--- src/rtl/cpu_pkg.sv ---
// Shared definitions for the 16-bit pipeline: widths, encodings, fetch FSM states
// and the IF/ID pipeline register layout.
package cpu_pkg;

    localparam int ADDR_W  = 16;
    localparam int INSTR_W = 16;

    typedef logic [ADDR_W-1:0]  addr_t;
    typedef logic [INSTR_W-1:0] instr_t;

    localparam logic [3:0] HLT_OPCODE = 4'hF;
    localparam instr_t     NOP        = 16'h0000;

    typedef enum logic [1:0] {
        FETCH,
        HOLD,
        HALTED
    } fetch_state_t;

    typedef struct packed {
        instr_t instr;
        addr_t  pc_plus1;
        logic   valid;
    } if_id_t;

    function automatic logic is_hlt(input instr_t instr, input logic [3:0] op);
        return instr[INSTR_W-1 -: 4] == op;
    endfunction

endpackage

--- src/rtl/fetch_stage_if.sv ---
// Instruction-memory request/acknowledge channel between fetch and imem.
interface fetch_stage_if;
    import cpu_pkg::*;

    logic   imem_req;
    addr_t  imem_addr;
    logic   imem_ack;
    instr_t imem_rdata;

    modport master (output imem_req, imem_addr, input imem_ack, imem_rdata);
    modport slave  (input imem_req, imem_addr, output imem_ack, imem_rdata);

endinterface

--- src/rtl/fetch_stage_hold_buf.sv ---
// Single-entry skid buffer that parks a fetched instruction while decode is stalled.
module if_hold_buf
    import cpu_pkg::*;
(
    input  logic   clk,
    input  logic   rst_n,
    input  logic   load,
    input  logic   clear,
    input  instr_t d_instr,
    input  addr_t  d_pc_plus1,
    output logic   full,
    output instr_t instr,
    output addr_t  pc_plus1
);

    if_id_t q;

    // NOTE: one entry only, so the payload is reset with the flag; a deeper
    // buffer would reset just its occupancy and leave the storage array alone.
    always_ff @(posedge clk or negedge rst_n) begin
        if (!rst_n) begin
            q <= '{instr: NOP, pc_plus1: '0, valid: 1'b0};
        end else if (clear) begin
            q.valid <= 1'b0;
        end else if (load) begin
            q <= '{instr: d_instr, pc_plus1: d_pc_plus1, valid: 1'b1};
        end
    end

    assign full     = q.valid;
    assign instr    = q.instr;
    assign pc_plus1 = q.pc_plus1;

endmodule

--- src/rtl/fetch_stage.sv ---
// Instruction-fetch stage: owns the PC, fetches over a req/ack channel, honours
// decode stalls and EX redirects, and parks on HLT until redirected.
module fetch_stage
    import cpu_pkg::*;
#(
    parameter addr_t      RESET_PC = 16'h0000,
    parameter logic [3:0] HLT_OP   = cpu_pkg::HLT_OPCODE
)
(
    input  logic          clk,
    input  logic          rst_n,
    fetch_stage_if.master imem,
    input  logic          stall_ID,
    input  logic          redirect_EX,
    input  addr_t         redirect_pc_EX,
    output instr_t        instr_IF_ID,
    output addr_t         pc_plus1_IF_ID,
    output logic          valid_IF_ID,
    output logic          hlt_IF,
    output addr_t         pc
);

    fetch_state_t state, state_next;
    if_id_t       if_id;
    logic         drop_pending;
    addr_t        drop_addr;

    logic   fetch_hit, take_mem, buf_load, buf_release, buf_clear, buf_full;
    instr_t buf_instr;
    addr_t  buf_pc_plus1;

    // A returning ack only counts if it is not the stale response of a redirected request.
    assign fetch_hit = imem.imem_ack && !drop_pending;

    if_hold_buf u_hold_buf (
        .clk        (clk),
        .rst_n      (rst_n),
        .load       (buf_load),
        .clear      (buf_clear),
        .d_instr    (imem.imem_rdata),
        .d_pc_plus1 (pc + addr_t'(1)),
        .full       (buf_full),
        .instr      (buf_instr),
        .pc_plus1   (buf_pc_plus1)
    );

    // NOTE: non-blocking so every register samples pre-edge values whatever the block order.
    always_ff @(posedge clk or negedge rst_n) begin
        if (!rst_n) state <= FETCH;
        else        state <= state_next;
    end

    // NOTE: defaults first, so no path through the comb blocks can infer a latch.
    always_comb begin
        state_next = state;
        unique case (state)
            FETCH:   if (fetch_hit)
                         state_next = stall_ID ? HOLD
                                    : (is_hlt(imem.imem_rdata, HLT_OP) ? HALTED : FETCH);
            HOLD:    if (!stall_ID && buf_full)
                         state_next = is_hlt(buf_instr, HLT_OP) ? HALTED : FETCH;
            HALTED:  state_next = HALTED;
            default: state_next = FETCH;
        endcase
        if (redirect_EX) state_next = FETCH;
    end

    always_comb begin
        imem.imem_req  = rst_n && (state == FETCH);
        imem.imem_addr = drop_pending ? drop_addr : pc;
        take_mem       = (state == FETCH) && fetch_hit && !redirect_EX && !stall_ID;
        buf_load       = (state == FETCH) && fetch_hit && !redirect_EX &&  stall_ID;
        buf_release    = (state == HOLD) && buf_full && !stall_ID && !redirect_EX;
        buf_clear      = redirect_EX || buf_release;
    end

    always_ff @(posedge clk or negedge rst_n) begin
        if (!rst_n) begin
            pc           <= RESET_PC;
            if_id        <= '{instr: NOP, pc_plus1: '0, valid: 1'b0};
            hlt_IF       <= 1'b0;
            drop_pending <= 1'b0;
            drop_addr    <= RESET_PC;
        end else if (redirect_EX) begin
            pc           <= redirect_pc_EX;
            if_id.valid  <= 1'b0;
            hlt_IF       <= 1'b0;
            // An unanswered request must finish at its original address before the new one goes out.
            drop_pending <= (state == FETCH) && !imem.imem_ack;
            if ((state == FETCH) && !imem.imem_ack && !drop_pending)
                drop_addr <= pc;
        end else begin
            if (drop_pending && imem.imem_ack)
                drop_pending <= 1'b0;
            if (take_mem) begin
                if_id  <= '{instr: imem.imem_rdata, pc_plus1: pc + addr_t'(1), valid: 1'b1};
                pc     <= pc + addr_t'(1);
                hlt_IF <= is_hlt(imem.imem_rdata, HLT_OP);
            end else if (buf_release) begin
                if_id  <= '{instr: buf_instr, pc_plus1: buf_pc_plus1, valid: 1'b1};
                pc     <= buf_pc_plus1;
                hlt_IF <= is_hlt(buf_instr, HLT_OP);
            end else if (!stall_ID) begin
                if_id.valid <= 1'b0;
            end
        end
    end

    assign instr_IF_ID    = if_id.instr;
    assign pc_plus1_IF_ID = if_id.pc_plus1;
    assign valid_IF_ID    = if_id.valid;

endmodule

--- src/flat_wrapper.sv ---
// flat-port wrapper written by rule: the top's interface ports become plain ports
module fetch_stage_flat import cpu_pkg::*;
#(
    parameter addr_t      RESET_PC = 16'h0000,
    parameter logic [3:0] HLT_OP   = cpu_pkg::HLT_OPCODE
)
  (clk, rst_n, stall_ID, redirect_EX, redirect_pc_EX, instr_IF_ID, pc_plus1_IF_ID, valid_IF_ID, hlt_IF, pc, imem_imem_req, imem_imem_addr, imem_imem_ack, imem_imem_rdata);
  fetch_stage_if imem_i ();
  input  logic clk;
  input  logic rst_n;
  input  logic stall_ID;
  input  logic redirect_EX;
  input  addr_t redirect_pc_EX;
  output instr_t instr_IF_ID;
  output addr_t pc_plus1_IF_ID;
  output logic valid_IF_ID;
  output logic hlt_IF;
  output addr_t pc;
  output wire logic [$bits(imem_i.imem_req)-1:0] imem_imem_req;
  output wire logic [$bits(imem_i.imem_addr)-1:0] imem_imem_addr;
  input wire logic [$bits(imem_i.imem_ack)-1:0] imem_imem_ack;
  input wire logic [$bits(imem_i.imem_rdata)-1:0] imem_imem_rdata;
  assign imem_imem_req = imem_i.imem_req;
  assign imem_imem_addr = imem_i.imem_addr;
  assign imem_i.imem_ack = imem_imem_ack;
  assign imem_i.imem_rdata = imem_imem_rdata;
  fetch_stage #(.RESET_PC(RESET_PC), .HLT_OP(HLT_OP)) u_core (.clk(clk), .rst_n(rst_n), .imem(imem_i), .stall_ID(stall_ID), .redirect_EX(redirect_EX), .redirect_pc_EX(redirect_pc_EX), .instr_IF_ID(instr_IF_ID), .pc_plus1_IF_ID(pc_plus1_IF_ID), .valid_IF_ID(valid_IF_ID), .hlt_IF(hlt_IF), .pc(pc));
endmodule
--- config.mk ---
export PLATFORM = sky130hd
export DESIGN_NAME = fetch_stage_flat
export DESIGN_NICKNAME = d
export VERILOG_FILES = /design/src/rtl/cpu_pkg.sv /design/src/rtl/fetch_stage_if.sv /design/src/rtl/fetch_stage_hold_buf.sv /design/src/rtl/fetch_stage.sv /design/src/flat_wrapper.sv
export SDC_FILE = /design/constraint.sdc
export NUM_CORES = 1
export LEC_CHECK = 0
export ABC_CLOCK_PERIOD_IN_PS = 2100
export CAP_MARGIN = 40
export CORE_MARGIN = 2
export CORE_UTILIZATION = 52
export CTS_CLUSTER_DIAMETER = 30
export CTS_CLUSTER_SIZE = 12
export DETAILED_ROUTE_END_ITERATION = 6
export PLACE_DENSITY = 0.9
export SYNTH_ARGS = -nofsm -noshare
export SYNTH_HDL_FRONTEND = slang
export SYNTH_SLANG_ARGS = --single-unit
--- constraint.sdc ---
create_clock -name clk -period 2.1 [get_ports clk]
set_input_delay 0.21 -clock clk [delete_from_list [all_inputs] [get_ports clk]]
set_output_delay 0.21 -clock clk [all_outputs]
set_load 0.005 [all_outputs]
Word level (Yosys, flattened, before mapping)
Cells that the tools add are included.
- add/subtract/negate cells: 1
- equal/unequal tests: 7
- muxes and demuxes: 23
- bitwise gates (word level): 2
- reductions and logical operators: 27
- operator list (cell ; count):
    $mux W16 ; 4
    $mux W33 ; 1
    $mux W32 ; 1
    $add A16 B1 Y16 const B ; 1
    $logic_and A1 B1 Y1 ; 13
    $mux W2 ; 6
    $mux W1 ; 10
    $eq A4 B4 Y1 const B ; 2
    $reduce_and A2 Y1 ; 4
    $ne A3 B2 Y1 const B ; 2
    $pmux W2 S3 ; 1
    $reduce_bool A2 Y1 ; 3
    $logic_not A1 Y1 ; 4
    $ne A4 B1 Y1 const B ; 1
    $reduce_bool A3 Y1 ; 1
    $eq A2 B1 Y1 const B ; 1
    $eq A2 B2 Y1 const B ; 1
    $logic_not A2 Y1 ; 1
    $not A1 Y1 ; 2
    $logic_or A1 B1 Y1 ; 1
- flip-flop bits (word level): 102
- word-level logic and storage cells: 71

Longest topological paths before layout
Gate-level depths: netlist of the first run.
- depth after elaboration: 7
- gate-level depth with buffers: 7
- mapped depth without buffers: 5

By module
From an unflattened synthesis of the first run, not the netlist that was laid out.
- cells, all modules: 452
- area, all modules: 5088.6 sq um
- by module, submodules not included (module ; times used ; cells an instance ; area an instance (sq um) ; seq. area each (sq um)):
    fetch_stage ; 1 ; 380 ; 3697.3 ; 1726.7
    if_hold_buf ; 1 ; 72 ; 1391.3 ; 825.8

Worst setup path before layout of the first run
Ideal clock, no wire load.
- path kind: register to register
- from: register u_core.pc[0]
- to: register u_core.pc[10]
- setup time: 0.082 ns
- data arrival time: 1.746 ns
- data required time: 2.018 ns
- path slack: 0.272 ns
- stages on the path, launching flop included: 6
- cell sequence: dfrtp_1 ha_1 nand2_2 or4_1 a31o_1 o22ai_1
- word-level cells in the longest chain between the ends: 3
- ends and longest elaborated chain (element ; line ; RTL):
    from (decl) ; fetch_stage.sv:20 ; output addr_t pc
    from (signal assigned) ; fetch_stage.sv:85 ; pc <= redirect_pc_EX;
    from (signal assigned) ; fetch_stage.sv:97 ; pc <= pc + addr_t'(1);
    from (signal assigned) ; fetch_stage.sv:101 ; pc <= buf_pc_plus1;
    $add A16 B1 Y16 ; fetch_stage.sv:97 ;
    $mux W16 ; fetch_stage.sv:95 ; if (take_mem) begin
    $mux W16 ; fetch_stage.sv:84 ; end else if (redirect_EX) begin
No other way between the ends.
A chain may end at the register's enable or synchronous reset.

Final worst setup path of the first run
- from: register u_core.pc[11]
- to: output port imem_imem_addr[11]
- word-level cells in the longest chain between the ends: 1
- ends and longest elaborated chain (element ; line ; RTL):
    $mux W16 ; fetch_stage.sv:70 ; imem.imem_addr = drop_pending ? drop_addr : pc;
    to (decl) ; flat_wrapper.sv:20 ; output wire logic [$bits(imem_i.imem_addr)-1:0] imem_imem_addr;
No other way between the ends.

==> results.cfg, run 1 <==
[run_status]
status = completed

[synthesis]
async_reset_ff_share_pct = 100.0
synth-xor-area-share_pct = 1.191
yosys.area_share.simple_pct = 17.91
synth-compound-area-share_pct = 15.44
muxShareOfSynthArea_pct = 11.16
synth_edf_count = 0
yosysWarnings = 0
synthFlopType = dfrtp_1
synth_fa_ha_area_share_pct = 0.2431
synth_cells = 523
yosys.area.top_type = dfrtp_1
synth.area.top_cells = dfrtp_1, nand2_1, o21ai_0, mux2_2, mux2i_1
synth_seq_cells = 102
syn-num-nets = 561
yosysSeqAreaShare_pct = 49.59
synth_top_area_share_pct = 49.59
ys_types = 58
synth_top_family_by_area = simple AND/OR/NAND/NOR gates
synth_area_per_cell_sq_um = 9.842
syn_area_sq_um = 5147

[placement]
hpwlAfterDp_microns = 9778
place_ws_ns = -0.09784
dpl_cell_area_sq_um = 6502
place.port_buffers = 103
routabilityCongestion = 0.8977
dp_cells = 759

[floorplan]
die_h_microns = 103.5
die_w_microns = 103.5
dieArea_sq_um = 10710
coreArea_sq_um = 9684
io-pin-count = 104
rows = 36
initial_core_util_pct = 53.15

[pwr]
peakVddDrop_uv = 586.2
p_total_mw = 6.122
pwr-share-comb_pct = 30.5
pwr-share-seq_pct = 46.5
p_leak_nw = 2.949
power.switching_mw = 1.879
p_clk_share_pct = 23.1
power_density_nw_per_um2 = 906.0
swShare_pct = 30.69
p_int_mw = 4.243

[sta]
tns_ns = 0
rsz0062_at_grt = false
final_max_slew_viol_count = 0
hold_viol = 0
setup_viol = 0
slew_headroom_pct = 53.37
max_freq_ghz = 0.4940
fin_skew_ns = 0.01124
tightestPinTransition_ns = 0.6994
fin_crit_ns = 2.024
setup_ws_ns = 0.07591
min_period_over_period_pct = 96.39

[drt]
num_vias = 4573
drtIter0Drc = 318
drcViolationCount = 0
ant_nets = 0
routed_wirelength_microns = 14210
dr.pass1.iters = 5
wl_per_cell_microns = 18.29
vias_per_cell = 5.885

[critical_path]
rr_worst_depth = 6
critPathKind = reg -> out
worstPathArrival_ns = 1.81
cp-start-kind = flip-flop
cp-endpoint = imem_imem_addr[11]
cp_max_fo = 9
r2r_setup_slack_ns = 0.14
r2r-end = u_core.pc[12]
endpoint_kind = output pin
r2r_start = u_core.pc[1]
startpoint = u_core.pc[11]
worst_ep_required_time_ns = 1.89

[layout]
drive_above_1_share_pct = 16.46
postLayoutCellArea_sq_um = 6758
n_antenna_cell = 0
final_common_cell = clkdlybuf4s50_1
fin_nets = 677
syn_to_final_growth_pct = 31.28
stdcell_count = 777
final_cell_mix = clkdlybuf4s50_1, dfrtp_1, nand2_1

[grt]
antenna_found_initial = 0
grt_pass1_vias = 4701
grtUsageTotal_pct = 27.92
grt_pass1_wl_microns = 22870
grt-ovfl-total = 0
grt_start_max_net_pins = 57

[clock_tree]
cts_tree = built
cts-buffers-inserted = 9
clock_path_buffers = 2
cts-root-buf = clkbuf_8
path_clk_slew_ns = 0.10
h-tree-depth = 3
cts_sinks = 102
clock_latency_ns = 0.39

[flow_run]
maxCapViolCount = 0

[hold_path]
hold_path_class = in -> async
## cells by family after synthesis
logic type | after synthesis
muxes | 54
DFF | 102
adders and majority gates | 1
AOI/OAI and AO/OA | 131
xor gates and xnor gates | 7
and+or+nand+nor | 178
buffers and inverters | 50
## metal layers
layer | wire (microns) | part of all wire, % | track usage, % | vias up
met1 | 5681 | 40 | 34.26 | 2239
li1 | - | - | - | 2069
met3 | 1157 | 8.1 | 6.116 | 38
met4 | 347 | 2.4 | 13.26 | 0
met2 | 7025 | 49 | 47.00 | 227
met5 | 0 | 0 | 0 | -
## synthesized netlist by cell type (all sizes together) (2+ instances only)
cell / count
o21a: 4
o22ai: 4
o2bb2ai: 4
o31a: 4
a31o: 5
inv: 10
buf: 21
or4: 3
nand2: 99
o21ai: 67
mux2i: 27
nand4: 4
a21oi: 16
xnor2: 5
nor4: 4
nand3: 16
nor2: 22
clkbuf: 19
xor2: 2
mux2: 27
a211oi: 2
nor3: 11
and3: 6
a31oi: 4
o211ai: 4
or3: 3
o31ai: 13
dfrtp: 102
## area by class of cell
class                   count  area [sq um]
clock buffers               9         123.9
multi-input cells         371          2371
fillers                   708          2927
flip-flops and latches    102          2555
inverters                  10         37.54
well taps                 133         166.4
repair buffers            145          1406
clock inverters             7         97.59
## metrics by stage
stage / hold WS (ns) / utilization (%)
after floorplan: -0.08559 / -
after global placement: 0.1366 / 66.86
after detailed placement: 0.1375 / 67.14
after CTS: 0.2394 / 69.59
after global routing: 0.2509 / 69.78
final: 0.2605 / 69.78
## worst min path at each step
stage                          end  slack [ns]  cells after the start
6_report       u_core.drop_addr[2]        0.26                      2
5_1_grt               u_core.pc[3]        0.25                      3
4_1_cts               u_core.pc[3]        0.24                      3
3_5_place_dp   u_core.drop_addr[2]        0.14                      1
3_3_place_gp   u_core.drop_addr[2]        0.14                      1
2_1_floorplan  u_core.drop_addr[0]       -0.09                      0
## sequential cells by signal, summed over array words and instances, names as in the netlist
| name | cells |
|---|---|
| u_core.drop_addr | 16 |
| u_core.drop_pending | 1 |
| u_core.u_hold_buf.pc_plus1 | 16 |
| u_core.pc | 16 |
| u_core.state | 2 |
| u_core.pc_plus1_IF_ID | 16 |
| u_core.u_hold_buf.instr | 16 |
| u_core.hlt_IF | 1 |
| u_core.valid_IF_ID | 1 |
| u_core.instr_IF_ID | 16 |
| u_core.u_hold_buf.full | 1 |
## power by group through the flow
stage                     Sequential (mW)  Clock [mW]  Combinational, mW
after floorplan                      2.80           0              0.808
after global placement               2.84           0               1.77
after detailed placement             2.86           0               1.85
after CTS                            2.84        1.41               1.87
after global routing                 2.90        1.51               2.06
final                                2.85        1.41               1.86
## worst max-delay path, cell delays in order (launching register included)
cell	delay, ns
dfrtp_1	0.52
inv_1	0.14
o21ai_0	0.23
clkdlybuf4s50_1	0.54
## repair_timing
item                                    in CTS  in global routing
endpoints found under the setup margin       9                 12
gates resized for setup                      2                  3
buffers inserted                             0                  1
endpoints found under the hold margin       25                  0
hold buffers                                 1                  0
cloned                                       0                  0
No activity file was read; power rests on OpenSTA's default activity.
==> run 2: changes to the inputs <==
- ABC_CLOCK_PERIOD_IN_PS: 2100 -> default
==> results of run 2 <==
Final layout, timing and power as in run 1 (identical DEF).
==> run 3: changes to the inputs <==
- CORE_UTILIZATION: 52 -> 50
- PLACE_DENSITY: 0.9 -> default
- PLACE_DENSITY_LB_ADDON: default -> 0.3
- RECOVER_POWER: default -> 100
==> results.cfg, run 3 (synthesis gave the netlist of run 1 again) <==
[layout]
final_common_cell = dfrtp_1
n_antenna_cell = 0
fin_nets = 678
nFillCells = 801
syn_to_final_growth_pct = 29.95
final_cell_mix = dfrtp_1, nand2_1, o21ai_0
stdcell_count = 781
drive_above_1_share_pct = 14.73

[grt]
grt_start_max_net_pins = 103
grt-ovfl-total = 0
antenna_found_initial = 0
grt_pass1_vias = 4332
grt_pass1_wl_microns = 22150
grtUsageTotal_pct = 25.03

[critical_path]
r2r_setup_slack_ns = 0.11
cp_max_fo = 8
cp-start-kind = flip-flop
crit_chain = clkbuf_1 > mux2_2 > clkdlybuf4s50_1
rr_worst_depth = 5
worstPathArrival_ns = 1.85
r2r_start = u_core.state[1]
worst_ep_required_time_ns = 1.89
slowest_delay_ns = 0.49
critPathKind = reg -> out
cp_num_buf_inv = 2
r2r-end = u_core.pc[4]
cpMaxStageDelayCell = clkdlybuf4s50_1
cpLargestDelayFamily = buffers and inverters
endpoint_kind = output pin

[clock_tree]
clock_latency_ns = 0.37
h-tree-depth = 3
cts-root-buf = clkbuf_8
cts_sinks = 102
clock_path_buffers = 2
cts_tree = built
path_clk_slew_ns = 0.10
cts-buffers-inserted = 9

[floorplan]
dieArea_sq_um = 11120
initial_core_util_pct = 50.77
die_h_microns = 105.5
coreArea_sq_um = 10140
rows = 37
io-pin-count = 104
die_w_microns = 105.5

[drt]
vias_per_cell = 5.693
drtIter0Drc = 311
ant_nets = 0
routed_wirelength_microns = 13470
drcViolationCount = 0
dr.pass1.iters = 5
wl_per_cell_microns = 17.24
num_vias = 4446

[sta]
tightestPinTransition_ns = 1.400
rsz0062_at_grt = false
hold_viol = 0
setup_viol = 0
slew_headroom_pct = 6.663
fin_skew_ns = 0.009267
min_period_over_period_pct = 98.03
final_max_slew_viol_count = 0
setup_ws_ns = 0.04133
max_freq_ghz = 0.4858
fin_crit_ns = 2.059

[placement]
dp_cells = 762
place.port_buffers = 103
routabilityCongestion = 0.8678
hpwlAfterDp_microns = 9211
place_ws_ns = -0.05232

[hold_path]
worstHoldEndpoint = u_core.valid_IF_ID
hp-start = redirect_EX
hold_path_class = in -> reg
holdPathStages = 3

[pwr]
power_density_nw_per_um2 = 889.1
p_int_mw = 4.180
pwr-share-seq_pct = 47.1
power.switching_mw = 1.767
swShare_pct = 29.71
p_leak_nw = 2.986
p_clk_share_pct = 24.0
peakVddDrop_uv = 538.6
pwr-share-comb_pct = 28.9

[flow_run]
maxCapViolCount = 0

[run_status]
status = completed
## run 3: worst max path at each step
| stage | start | endpoint | slack (ns) | cells after the start |
|---|---|---|---|---|
| after floorplan | u_core.pc[0] | u_core.pc[10] | 0.27 | 5 |
| after global placement | stall_ID | u_core.pc_plus1_IF_ID[4] | 0.03 | 6 |
| after detailed placement | stall_ID | u_core.instr_IF_ID[3] | -0.05 | 7 |
| after CTS | u_core.drop_pending | imem_imem_addr[10] | 0.01 | 3 |
| after global routing | u_core.pc[2] | imem_imem_addr[2] | 0.01 | 3 |
| final | u_core.pc[2] | imem_imem_addr[2] | 0.04 | 3 |
## run 3: routing by layer
metal | vias to the layer above | global-route usage, % | wire length [microns]
li1 | 2088 | - | -
met1 | 2155 | 34.94 | 5792
met2 | 193 | 40.51 | 6603
met3 | 10 | 4.267 | 947
met4 | 0 | 6.857 | 121
met5 | - | 0 | 0
## run 3: what timing repair did
action	4_1_cts	5_1_grt
endpoints found under the setup margin	10	2
pin swaps	0	0
hold buffers	1	0
setup buffers	0	2
endpoints found under the hold margin	102	0
gates resized for setup	3	0
## run 3: power groups by stage
stage / Combinational [mW] / Clock, mW / Sequential, mW
finish: 1.72 / 1.43 / 2.80
global route: 1.90 / 1.52 / 2.87
CTS: 1.86 / 1.44 / 2.81
detailed placement: 1.85 / 0 / 2.84
global placement: 1.80 / 0 / 2.83
floorplan: 0.808 / 0 / 2.80
## run 3: layout make-up
cell class | instances | area (sq um) | share of cell area (%)
clock buffer | 11 | 151.4 | 2.263
clock inverter | 5 | 81.33 | 1.216
inverter | 10 | 37.54 | 0.5612
multi-input combinational | 371 | 2342 | 35.02
sequential | 102 | 2554 | 38.18
tap | 136 | 170.2 | 2.544
timing repair buffer | 146 | 1353 | 20.22
## run 3: worst reg2reg max path, cell delays in order, from the launching register on
cell and delay (ns):
dfrtp_1 0.48, nor3_1 0.49, clkbuf_2 0.39, a21oi_1 0.15
a211o_1 0.29, a2bb2oi_1 0.14
## run 3: through the flow
| step | util, % | setup TNS [ns] | area, sq um | hold WS (ns) | power [mW] |
|---|---|---|---|---|---|
| final | 65.98 | 0 | 6689 | 0.3497 | 5.947 |
| after detailed placement | 64.22 | -0.05232 | 6511 | 0.3361 | 4.693 |
| after floorplan | - | 0 | 5147 | -0.08559 | 3.604 |
| after global placement | 64.22 | 0 | 6511 | 0.3289 | 4.623 |
| after CTS | 66.70 | 0 | 6763 | 0.3450 | 6.118 |
| after global routing | 65.98 | 0 | 6689 | 0.3589 | 6.294 |
